File: src/rtl/motor_ctrl_pkg.sv
// motor_ctrl_pkg: state encoding, widths and saturating duty step shared by the speed controller
package motor_ctrl_pkg;
    localparam logic [1:0] IDLE  = 2'd0;
    localparam logic [1:0] START = 2'd1;
    localparam logic [1:0] RUN   = 2'd2;
    localparam logic [1:0] FAULT = 2'd3;
    localparam int DUTY_W = 8;
    localparam int SPEED_W = 16;

    function automatic logic [DUTY_W-1:0] sat_step(
        input logic [DUTY_W-1:0] d,
        input logic [DUTY_W-1:0] step,
        input logic dn,
        input logic [DUTY_W-1:0] lo_v
    );
        logic [DUTY_W:0] up_v;
        up_v = {1'b0, d} + {1'b0, step};
        if (dn)
            return ({1'b0, d} < {1'b0, lo_v} + {1'b0, step}) ? lo_v : d - step;
        return up_v[DUTY_W] ? '1 : up_v[DUTY_W-1:0];
    endfunction
endpackage

File: src/rtl/motor_speed_ctrl_pwm_gen.sv
// pwm_gen: prescaled 8-bit PWM counter with duty latched only at wrap and a forced-zero override
module pwm_gen
    import motor_ctrl_pkg::*;
#(
    parameter int PRESCALE = 50
) (
    input  logic              clk0,
    input  logic              rst_n,
    input  logic [DUTY_W-1:0] duty,
    input  logic              force_zero,
    output logic              pwm,
    output logic              wrap
);
    localparam int PW = PRESCALE > 1 ? $clog2(PRESCALE) : 1;

    logic [PW-1:0]     pre;
    logic [DUTY_W-1:0] cnt;
    logic [DUTY_W-1:0] active;
    logic              tick;

    assign tick = pre == PW'(PRESCALE - 1);
    assign wrap = tick && cnt == '1;

    always_ff @(posedge clk0) begin
        if (!rst_n) begin
            pre    <= '0;
            cnt    <= '0;
            active <= '0;
            pwm    <= 1'b0;
        end else begin
            pre <= tick ? '0 : pre + 1'b1;
            if (tick)
                cnt <= cnt + 1'b1;
            if (force_zero)
                active <= '0;
            else if (wrap)
                active <= duty;
            pwm <= !force_zero && cnt < active;
        end
    end
endmodule

File: src/rtl/motor_speed_ctrl.sv
// motor_speed_ctrl: hall-driven duty regulator with start-up, stall watchdog and PWM; MOTOR_SOFTSTART_EN ramps START duty
module motor_speed_ctrl
    import motor_ctrl_pkg::*;
#(
    parameter int START_DUTY = 128,
    parameter int MIN_DUTY   = 16,
    parameter int STEP       = 4,
    parameter int DEADBAND   = 20,
    parameter int PRESCALE   = 50,
    parameter int TIMEOUT    = 1000000
) (
    input  logic               clk0,
    input  logic               rst_n,
    input  logic               en,
    input  logic [SPEED_W-1:0] target,
    input  logic [SPEED_W-1:0] speed,
    input  logic               speed_valid,
    output logic               pwm,
    output logic [DUTY_W-1:0]  duty,
    output logic [1:0]         state,
    output logic               stall
);
`ifdef MOTOR_SOFTSTART_EN
    localparam logic SOFT = 1'b1;
`else
    localparam logic SOFT = 1'b0;
`endif

    logic [1:0]        state_n;
    logic [DUTY_W-1:0] duty_n;
    logic [31:0]       wd;
    logic [31:0]       wd_n;
    logic [SPEED_W:0]  lo;
    logic [SPEED_W:0]  hi_raw;
    logic [SPEED_W:0]  hi;
    logic              below;
    logic              above;
    logic              expire;
    logic              wrap;

    // band edges in 17 bits so neither end wraps
    assign lo     = ({1'b0, target} >= 17'(DEADBAND)) ? {1'b0, target} - 17'(DEADBAND) : '0;
    assign hi_raw = {1'b0, target} + 17'(DEADBAND);
    assign hi     = hi_raw[SPEED_W] ? 17'h0FFFF : hi_raw;
    assign below  = {1'b0, speed} < lo;
    assign above  = {1'b0, speed} > hi;
    assign expire = wd == 32'(TIMEOUT - 1) && !speed_valid;

    always_comb begin
        state_n = state;
        duty_n  = duty;
        wd_n    = '0;
        if (!en) begin
            state_n = IDLE;
            duty_n  = '0;
        end else if (state == IDLE) begin
            state_n = START;
            duty_n  = SOFT ? '0 : DUTY_W'(START_DUTY);
        end else if (state == FAULT) begin
            duty_n = '0;
        end else if (expire) begin
            state_n = FAULT;
            duty_n  = '0;
        end else if (speed_valid) begin
            state_n = RUN;
            if (state == RUN && (below || above))
                duty_n = sat_step(duty, DUTY_W'(STEP), above, DUTY_W'(MIN_DUTY));
        end else begin
            wd_n = wd + 32'd1;
            if (SOFT && state == START && wrap && duty < DUTY_W'(START_DUTY))
                duty_n = duty + 1'b1;
        end
    end

    always_ff @(posedge clk0) begin
        if (!rst_n) begin
            state <= IDLE;
            duty  <= '0;
            wd    <= '0;
            stall <= 1'b0;
        end else begin
            state <= state_n;
            duty  <= duty_n;
            wd    <= wd_n;
            stall <= state_n == FAULT;
        end
    end

    pwm_gen #(.PRESCALE(PRESCALE)) u_pwm (
        .clk0      (clk0),
        .rst_n     (rst_n),
        .duty      (duty),
        .force_zero(state_n == IDLE || state_n == FAULT),
        .pwm       (pwm),
        .wrap      (wrap)
    );
endmodule

File: config.mk
export PLATFORM = sky130hd
export DESIGN_NAME = motor_speed_ctrl
export DESIGN_NICKNAME = d
export VERILOG_FILES = /design/src/rtl/motor_ctrl_pkg.sv /design/src/rtl/motor_speed_ctrl_pwm_gen.sv /design/src/rtl/motor_speed_ctrl.sv
export SDC_FILE = /design/constraint.sdc
export NUM_CORES = 1
export LEC_CHECK = 0
export ABC_AREA = 1
export CORE_ASPECT_RATIO = 0.6
export CORE_MARGIN = 2
export CORE_UTILIZATION = 53
export CTS_CLUSTER_DIAMETER = 100
export DETAILED_ROUTE_END_ITERATION = 7
export GPL_TIMING_DRIVEN = 1
export PLACE_DENSITY = 0.78
export SYNTH_ARGS = -nofsm -noshare
export SYNTH_HDL_FRONTEND = slang
export SYNTH_SLANG_ARGS = --single-unit
File: constraint.sdc
create_clock -name clk0 -period 2.9 [get_ports clk0]
set_input_delay 0.29 -clock clk0 [delete_from_list [all_inputs] [get_ports clk0]]
set_output_delay 0.29 -clock clk0 [all_outputs]
set_load 0.01 [all_outputs]
==> results of run 1 <==
==> cell usage in the layout (no fill, tap or decap), drive strengths merged, types with 5 or more instances in the layout <==
| cell type | n |
|---|---|
| nand2 | 159 |
| clkdlybuf4s50 | 33 |
| inv | 104 |
| nand4 | 14 |
| clkbuf | 15 |
| o31ai | 5 |
| xor2 | 14 |
| nor2 | 101 |
| nor3b | 8 |
| nand3 | 53 |
| or2 | 7 |
| a21oi | 59 |
| o21ai | 40 |
| dfxtp | 66 |
| buf | 79 |
| ha | 51 |
| nor4 | 15 |
| nor3 | 32 |
| dlymetal6s2s | 5 |
==> state kept, by name, indices dropped and copies added (netlist names) <==
register and cells:
u_pwm.pwm 1, u_pwm.cnt 8, wd 32, u_pwm.pre 6, state 2, u_pwm.active 8
duty 8, stall 1
==> cells by family (layout without fill, tap and decap cells) <==
logic type	count (synthesis)	after routing	synth area share, %
AND/OR/NAND/NOR	391	392	37.98
AO/OA/AOI/OAI	116	116	12.17
buffers and inverters	112	243	8.585
flip-flops	66	66	25.76
adder cells (fa/ha/maj)	51	51	12.44
XOR/XNOR	18	18	3.073
==> what timing repair did <==
action / 4_1_cts / 5_1_grt
gates resized for setup: 46 / 56
hold endpoints to repair: 0 / 0
setup buffers: 5 / 8
pin swaps: 19 / 32
setup endpoints to repair: 8 / 14
gates cloned: 2 / 0
==> routing by layer <==
metal	wire, µm	up-vias	GRT usage, %	part of all wire, %
met1	7153	2543	42.53	47
met5	0	-	0	0
met4	248	0	7.660	1.6
met2	6372	276	43.99	42
li1	-	2771	-	-
met3	1298	37	5.530	8.6
==> through the flow <==
stage,power (mW),cell area (µm²),util (%)
6_report,2.567,6912,74.40
5_1_grt,2.662,6912,74.40
4_1_cts,2.543,6710,72.23
3_5_place_dp,1.328,6195,66.68
3_3_place_gp,1.316,6195,66.68
2_1_floorplan,1.145,5130,-
==> where the power goes <==
group / switching (mW) / internal [mW] / leakage, nW / total, mW
combinational: 0.257 / 0.209 / 2.30 / 0.466
sequential: 0.00721 / 0.913 / 0.532 / 0.920
clock: 0.423 / 0.757 / 0.152 / 1.18
==> path summary, 6_finish.rpt <==
kind	end	slack, ps	from
worst max register to register	u_pwm.pwm	470	wd[0]
worst min register to register	wd[0]	460	wd[0]
worst min-delay path	wd[0]	460	wd[0]
worst max-delay path	duty[3]	30	target[2]
==> final cells by class <==
class	count	area, µm²	share of cell area [%]
clock buffers	9	225.2	3.259
clock inverters	7	101.3	1.466
inverters	103	391.6	5.666
multi-input cells	577	3645	52.73
flip-flops and latches	66	1321	19.12
well taps	130	162.7	2.353
repair buffers	124	1065	15.41
==> impl_metrics.ini, run 1 <==
[logic_synthesis]
yosys_warnings = 0
synth-main-ff-cell = dfxtp_1
synth.most_common_cell = nand2_1
ys_async_sr_fraction_pct = 0
yosys.area.top_type = dfxtp_1
synth_area_leaders = dfxtp_1 (26%), ha_1 (12%), nand2_1 (11%)
ys_top_cells_by_count = nand2_1 (147), inv_1 (91), nor2_1 (87)
synth_top_area_share_pct = 25.76
synth_area_per_cell_um2 = 6.804
yosysSeqAreaShare_pct = 25.76
syn_inst = 754
yosysUniqueCellTypes = 44
netlist_area_um2 = 5130
synth-seq-cells = 66
synth_nets = 841
synth_edf_count = 0

[floorplanning]
boundaryPins = 48
die_area_um2 = 10510
die_x_um = 131.0
rows = 27
initial_core_util_pct = 55.22
core_area_um2 = 9290
die_h_um = 80.21

[cts]
clockBufferDepth = 2
clk-insertion-delay-late_ps = 340
ctsHoldBuffers = 0
cts_root_buffer = clkbuf_16
ctsHtreeMaxLevel = 3
clock_sinks = 66
cts_tree = done
numCtsBuffers = 9
clk_pin_slew_ps = 60

[placed_design]
io_buffers = 47
dp_slack_ps = -896.3
dpl.hpwl_um = 10880
dpl.cell_count = 985
routabilityCongestion = 0.9956

[routing]
detail_route.first_pass.iterations = 6
avgRoutedWirePerCell_um = 14.83
drtIter0Drc = 508
drc = 0
wl_um = 15070
vias = 5627
route.antenna.remaining_nets = 0
via_per_inst = 5.538

[grt]
first_global_vias = 5156
grtUsageTotal_pct = 29.22
antenna_found_initial = 0
overflow = 0
grt_max_degree = 33
grt_pass1_wl_um = 24230

[worst_setup_path]
criticalPathCategory = primary input to flip-flop
crit_arrival_ps = 3150
worst_path_largest_cell_delay_ps = 310
end_kind = flip-flop
required_ps = 3170
ff2ff_path_depth = 14
worstPathMaxFanout = 6
worst-path-stages = 19
worstPathCellList = buf_4 > inv_1 > o21ai_2 > nand4_1 > nor2_2 > nand3_2 > nor2_4 > a21oi_1 > o21a_1 > ha_4 > nand2_2 > nor4_4 > nand2_1 > nand2_2 > nand2_4 > buf_4 > o31ai_2 > nand2_1 > a21oi_1
crit_buf_inv = 3
slowest_stage = nor4_4
start_kind = primary input
cp_top_family = simple AND/OR/NAND/NOR gates

[timing]
holdWs_ps = 457.2
worst_slew_pin_slew_ps = 514.6
period_share_pct = 99.09
setup_tns_ps = 0
fin_skew_ps = 8.037
finalCriticalPeriod_ps = 2874
fmax_ghz = 0.3480
final-setup-viol-count = 0
maxSlewViolCount = 0
worst_slack_ps = 26.34
relSlewSlack_pct = 65.58
hold_viol = 0

[layout]
nets = 968
antenna_cells = 0
drive_gt1_share_pct = 23.93
finalNonFillerCells = 1016
synthToLayoutAreaGrowth_pct = 34.73
fillers = 710

[min_path]
hold_path_class = flip-flop to flip-flop
hold_path_depth = 1

[pwr]
p_leak_nw = 2.988
ir_drop_uv = 364.6
power_density_nw_per_um2 = 371.4

[outcome]
status = completed

[job]
max-cap-violations = 0
(Power assumes the default switching activity.)
==> inputs of run 2 (changes only) <==
- ABC_AREA: 1 -> unset
- CORE_UTILIZATION: 53 -> 52
- PLACE_DENSITY: 0.78 -> 0.77
==> run 2 against run 1 <==
The run now ends with negative setup slack left. First-iteration DRC count down 26%. Sequential power about the same. Worst setup slack worse by 280 ps. Synthesized cell count down 23%. Utilization up 3.5 points. Synthesized area down 7.3%. Critical endpoint is now duty[2].
==> impl_metrics.ini, run 2 <==
[floorplanning]
die_h_um = 78.08
boundaryPins = 48
die_area_um2 = 9951
core_area_um2 = 8686
rows = 26
initial_core_util_pct = 54.75
die_x_um = 127.5

[cts]
clk-insertion-delay-late_ps = 340
clk_pin_slew_ps = 60
clock_sinks = 66
numCtsBuffers = 9
ctsHtreeMaxLevel = 3
cts_tree = done
clockBufferDepth = 2
cts_root_buffer = clkbuf_16

[logic_synthesis]
ys_async_sr_fraction_pct = 0
synth_area_per_cell_um2 = 8.157
yosys.area.top_type = dfxtp_1
netlist_area_um2 = 4756
synth_area_leaders = dfxtp_1 (28%), ha_1 (13%), nor2_1 (7.4%)
synth_nets = 670
synth-main-ff-cell = dfxtp_1
yosys_warnings = 0
synth_edf_count = 0
synth-seq-cells = 66
yosysSeqAreaShare_pct = 27.78
synth_top_area_share_pct = 27.78
ys_top_cells_by_count = nor2_1 (94), dfxtp_1 (66), nand2_1 (53)
syn_inst = 583
synth.most_common_cell = nor2_1
yosysUniqueCellTypes = 70

[min_path]
hold_path_depth = 1
worstHoldStart = wd[0]
hold_path_class = flip-flop to flip-flop
min_to = wd[0]

[pwr]
finalPower_mw = 2.580
pwr-share-comb_pct = 19.7
ir_drop_uv = 359.3
intPower_mw = 1.913
p_leak_nw = 2.702
power_frac_clock_pct = 44.6
seqPwrFrac_pct = 35.7
power_density_nw_per_um2 = 381.1
switching_share_pct = 25.87
p_switching_mw = 0.6675

[timing]
finalCriticalPeriod_ps = 3149
worst_slew_pin_slew_ps = 1171
maxSlewViolCount = 0
worst_slack_ps = -249.3
fmax_ghz = 0.3175
hold_viol = 0
period_share_pct = 108.6
fin_skew_ps = 6.570
final-setup-viol-count = 8
relSlewSlack_pct = 21.13
rsz0062_at_grt = yes

[layout]
utilization_pct = 77.95
final_common_cell = nor2_1
nets = 790
largest_reg_flops = 32
final_cell_mix = nor2_1 (87), buf_4 (67), dfxtp_1 (66), nand2_1 (46), ha_1 (42)
fillers = 523
drive_gt1_share_pct = 27.40
synthToLayoutAreaGrowth_pct = 42.36
largest-register = wd
antenna_cells = 0

[worst_setup_path]
ff2ff_path_depth = 10
worstPathMaxFanout = 6
end_kind = flip-flop
cpMostUsedCell = buf_4
worst_path_largest_cell_delay_ps = 540
start_kind = primary input
r2r_end = u_pwm.pwm
crit_arrival_ps = 3400
r2r-start = wd[27]
slowest_stage = or4_4
required_ps = 3150
criticalPathCategory = primary input to flip-flop
worstPathCellList = clkdlybuf4s15_2 > nor2_1 > buf_4 > nand4b_4 > buf_4 > nor3_2 > a21oi_1 > ha_1 > nand3_2 > nor4_4 > nand2_1 > o211ai_4 > a211oi_2 > or4_4 > o31ai_2
rrSetupSlack_ps = 100

[grt]
antenna_found_initial = 0
grt_pass1_wl_um = 22310
grtUsageTotal_pct = 27.95
overflow = 0
grt_max_degree = 33
first_global_vias = 4695

[outcome]
status = complete, but fails checks
violations = negative setup slack

[placed_design]
dpl.hpwl_um = 9716
io_buffers = 47
routabilityCongestion = 0.8585

[routing]
wl_um = 14590
via_per_inst = 5.889
avgRoutedWirePerCell_um = 17.79
drc = 0
vias = 4829
route.antenna.remaining_nets = 0
drtIter0Drc = 377
detail_route.first_pass.iterations = 5

[job]
max-cap-violations = 0
==> run 2: cell types whose count changed after synthesis, sizes merged, moves of 15 or more <==
| cell | change |
|---|---|
| a21oi | -38 |
| inv | -82 |
| nand3 | -22 |
| o21ai | -27 |
| nor3 | -18 |
| nand2 | -106 |
| xor2 | +15 |
| xnor2 | +24 |
==> run 2: worst max-delay path: cells and delay by family <==
kind,cells,cell delay [ps]
AND/OR/NAND/NOR,7,1670
adder cells (fa/ha/maj),1,300
buffers and inverters,3,630
AO/OA/AOI/OAI,4,510
==> run 2: cell families after synthesis <==
logic type | after synthesis | synth area share [%]
AO/OA/AOI/OAI | 79 | 12.05
XOR/XNOR | 57 | 10.50
adder cells (fa/ha/maj) | 51 | 13.42
buffers and inverters | 42 | 4.157
flip-flops | 66 | 27.78
multiplexers | 12 | 2.526
AND/OR/NAND/NOR | 276 | 29.57
==> run 2: routing by layer <==
layer	routed length, µm	track usage, %	share of wire (%)
met5	0	0	0
met4	416	8.132	2.9
met2	6624	45.94	45
met3	1004	6.885	6.9
met1	6539	36.66	45
==> run 2: metrics by stage <==
stage	setup TNS [ps]	worst slack, ps	hold slack [ps]	cells	cell area, µm²
5_1_grt	-2361	-378.3	472.2	820	6770
6_report	-1275	-249.3	452.8	820	6770
3_5_place_dp	-7703	-1053	438.7	788	5803
3_3_place_gp	-6765	-922.5	421.6	788	5803
2_1_floorplan	-1535	-253.7	412.9	583	4836
4_1_cts	-927.8	-209.4	451.2	817	6500
==> run 2: area by class of cell <==
| cell class | count | area (µm²) | area share (%) |
|---|---|---|---|
| inverter | 21 | 78.83 | 1.164 |
| timing repair buffer | 130 | 1155 | 17.06 |
| multi-input combinational | 475 | 3764 | 55.59 |
| sequential | 66 | 1321 | 19.52 |
| tap | 112 | 140.1 | 2.070 |
| clock inverter | 5 | 78.83 | 1.164 |
| clock buffer | 11 | 232.7 | 3.437 |
==> run 2: worst max path at each step <==
stage,depth (start not counted),start,end,slack [ps]
4_1_cts,17,target[3],duty[4],-210
2_1_floorplan,16,target[4],duty[2],-250
3_3_place_gp,16,target[2],duty[2],-920
3_5_place_dp,17,target[3],duty[2],-1050
6_report,15,target[8],duty[2],-250
5_1_grt,19,target[2],duty[4],-380
==> run 2: power by group through the flow <==
stage | registers (mW) | clock network [mW] | logic, mW
final | 0.922 | 1.15 | 0.508
after global routing | 0.922 | 1.18 | 0.547
after CTS | 0.921 | 1.14 | 0.441
after detailed placement | 0.941 | 0 | 0.397
after global placement | 0.940 | 0 | 0.381
after floorplan | 0.938 | 0 | 0.220
==> run 2: repair_timing <==
item,CTS,global route
resized for setup,94,47
endpoints found under the setup margin,8,17
buffers inserted,13,3
pin swaps,40,40
hold buffers,0,0
==> inputs of run 3 (changes only) <==
- CORE_UTILIZATION: 52 -> 58
- PLACE_DENSITY: 0.77 -> 0.81
- clock period: 2.9 -> 3.25 ns (I/O delays scaled with it)
==> run 3 against run 2 <==
The flow still finishes with violations (negative setup slack). Non-clock buffer count shrank 3. Global-route usage rose by 3.7 points. Hold slack better by 9.4 ps. Clock power hardly changed. Largest cell class unchanged. Critical path depth increased by 1. Register-to-register slack better by 200 ps. Via count is 7.2% higher. Final area fell by 3.3%. First-iteration DRC count increased by 46%. Count of clock-buffer cells in the layout decreased by 1. Combinational power down 11%. Largest power group unchanged.
==> impl_metrics.ini, run 3 (same netlist as run 2, synthesis figures left out) <==
[outcome]
status = complete, but fails checks
violations = negative setup slack

[layout]
largest_reg_flops = 32
postLayoutCellArea_um2 = 6548
final_cell_mix = nor2_1 (90), buf_4 (72), dfxtp_1 (66), nand2_1 (51), ha_1 (49)
drive_gt1_share_pct = 23.80
ff_latch_area_um2 = 1321
largest-register = wd
utilization_pct = 82.74
nets = 788
final_common_cell = nor2_1
antenna_cells = 0
multi_input_area_um2 = 3553
fillers = 406
synthToLayoutAreaGrowth_pct = 37.67

[worst_setup_path]
critPathCapture = duty[2]
worst_path_largest_cell_delay_ps = 560
r2r_end = u_pwm.pwm
rrSetupSlack_ps = 300
cpMostUsedCell = nand2_1
crit_arrival_ps = 3590
start_kind = primary input
required_ps = 3500
end_kind = flip-flop
criticalPathCategory = primary input to flip-flop
worstPathCellList = buf_8 > buf_6 > o21a_4 > nor3_4 > nor3b_2 > buf_4 > xor2_1 > nand2_1 > ha_1 > nand4_1 > nor4_4 > nand2_1 > o211ai_2 > a211oi_2 > or4_1 > o31ai_2
r2r-start = wd[27]
slowest_stage = or4_1
worst-path-stages = 16
ff2ff_path_depth = 10
worstPathMaxFanout = 4
startpoint = target[2]
crit_buf_inv = 3
cp_top_family = simple AND/OR/NAND/NOR gates

[timing]
holdWs_ps = 462.1
worst_slack_ps = -85.24
worst_slew_pin_slew_ps = 661.6
fin_skew_ps = 3.817
hold_viol = 0
period_share_pct = 102.6
finalCriticalPeriod_ps = 3335
final-setup-viol-count = 8
fmax_ghz = 0.2998
rsz0062_at_grt = yes
maxSlewViolCount = 0
relSlewSlack_pct = 55.42

[placed_design]
dp_slack_ps = -706.9
dpl.hpwl_um = 9385
routabilityCongestion = 0.9269
place_area_um2 = 5801
io_buffers = 47

[cts]
numCtsBuffers = 9
clockBufferDepth = 2
clock_sinks = 66
cts_tree = done
cts_root_buffer = clkbuf_16
clk_pin_slew_ps = 50
ctsHtreeMaxLevel = 3
clk-insertion-delay-late_ps = 340

[floorplanning]
boundaryPins = 48
die_h_um = 74.14
rows = 25
die_area_um2 = 8964
initial_core_util_pct = 60.09
core_area_um2 = 7914
die_x_um = 120.9

[grt]
overflow = 0
antenna_found_initial = 0
grt_pass1_wl_um = 22290
grt_max_degree = 33
first_global_vias = 4606
grtUsageTotal_pct = 31.62

[pwr]
switching_share_pct = 25.55
power_density_nw_per_um2 = 368.5
pwr-share-comb_pct = 18.7
intPower_mw = 1.796
seqPwrFrac_pct = 34.1
ir_drop_uv = 313.8
p_leak_nw = 2.665
p_switching_mw = 0.6166
power_frac_clock_pct = 47.2

[routing]
drc = 0
vias = 5175
via_per_inst = 6.357
route.antenna.remaining_nets = 0
avgRoutedWirePerCell_um = 19.67
detail_route.first_pass.iterations = 6
wl_um = 16010
drtIter0Drc = 550

[job]
max-cap-violations = 0

[min_path]
hold_path_class = flip-flop to flip-flop
==> run 3: power groups by stage <==
| stage | Clock [mW] | Combinational (mW) | Sequential [mW] |
|---|---|---|---|
| floorplan | 0 | 0.194 | 0.837 |
| global placement | 0 | 0.340 | 0.839 |
| detailed placement | 0 | 0.355 | 0.839 |
| CTS | 1.13 | 0.384 | 0.822 |
| global route | 1.17 | 0.477 | 0.824 |
| finish | 1.14 | 0.451 | 0.823 |
==> run 3: worst min path at each step <==
stage          startpoint  endpoint  slack [ps]  cells past startpoint
3_5_place_dp        wd[0]     wd[0]         460                      1
4_1_cts             wd[0]     wd[0]         470                      1
3_3_place_gp        wd[0]     wd[0]         420                      1
6_report            wd[0]     wd[0]         460                      1
2_1_floorplan       wd[0]     wd[0]         410                      1
5_1_grt             wd[0]     wd[0]         490                      1
==> run 3: routing by layer <==
layer / up-vias / part of all wire, % / routed length (µm) / GRT usage (%)
met5: - / 0 / 0 / 0
li1: 2283 / - / - / -
met1: 2414 / 40 / 6386 / 41.13
met4: 0 / 4.5 / 725 / 9.044
met3: 93 / 9.8 / 1571 / 7.745
met2: 385 / 46 / 7324 / 53.06
==> run 3: per-stage QoR <==
stage | TNS, ps | power (mW) | instances
after floorplan | -11.81 | 1.031 | 583
after global placement | -4132 | 1.179 | 785
after detailed placement | -5247 | 1.195 | 785
after CTS | 0 | 2.341 | 810
after global routing | -1114 | 2.473 | 814
final | -471.1 | 2.413 | 814
==> run 3: what timing repair did <==
action / in CTS / in global routing
pin swaps: 17 / 32
endpoints found under the setup margin: 8 / 8
resized for setup: 35 / 58
hold buffers: 0 / 0
buffers inserted: 8 / 4
cloned: 1 / 0
hold endpoints to repair: 0 / 0
==> run 3: cell type report <==
| class | instances | share of cell area (%) |
|---|---|---|
| Clock buffer | 10 | 3.650 |
| Clock inverter | 6 | 1.739 |
| Inverter | 21 | 1.204 |
| Multi-Input combinational cell | 476 | 54.27 |
| Sequential cell | 66 | 20.18 |
| Tap cell | 108 | 2.064 |
| Timing Repair Buffer | 127 | 16.89 |
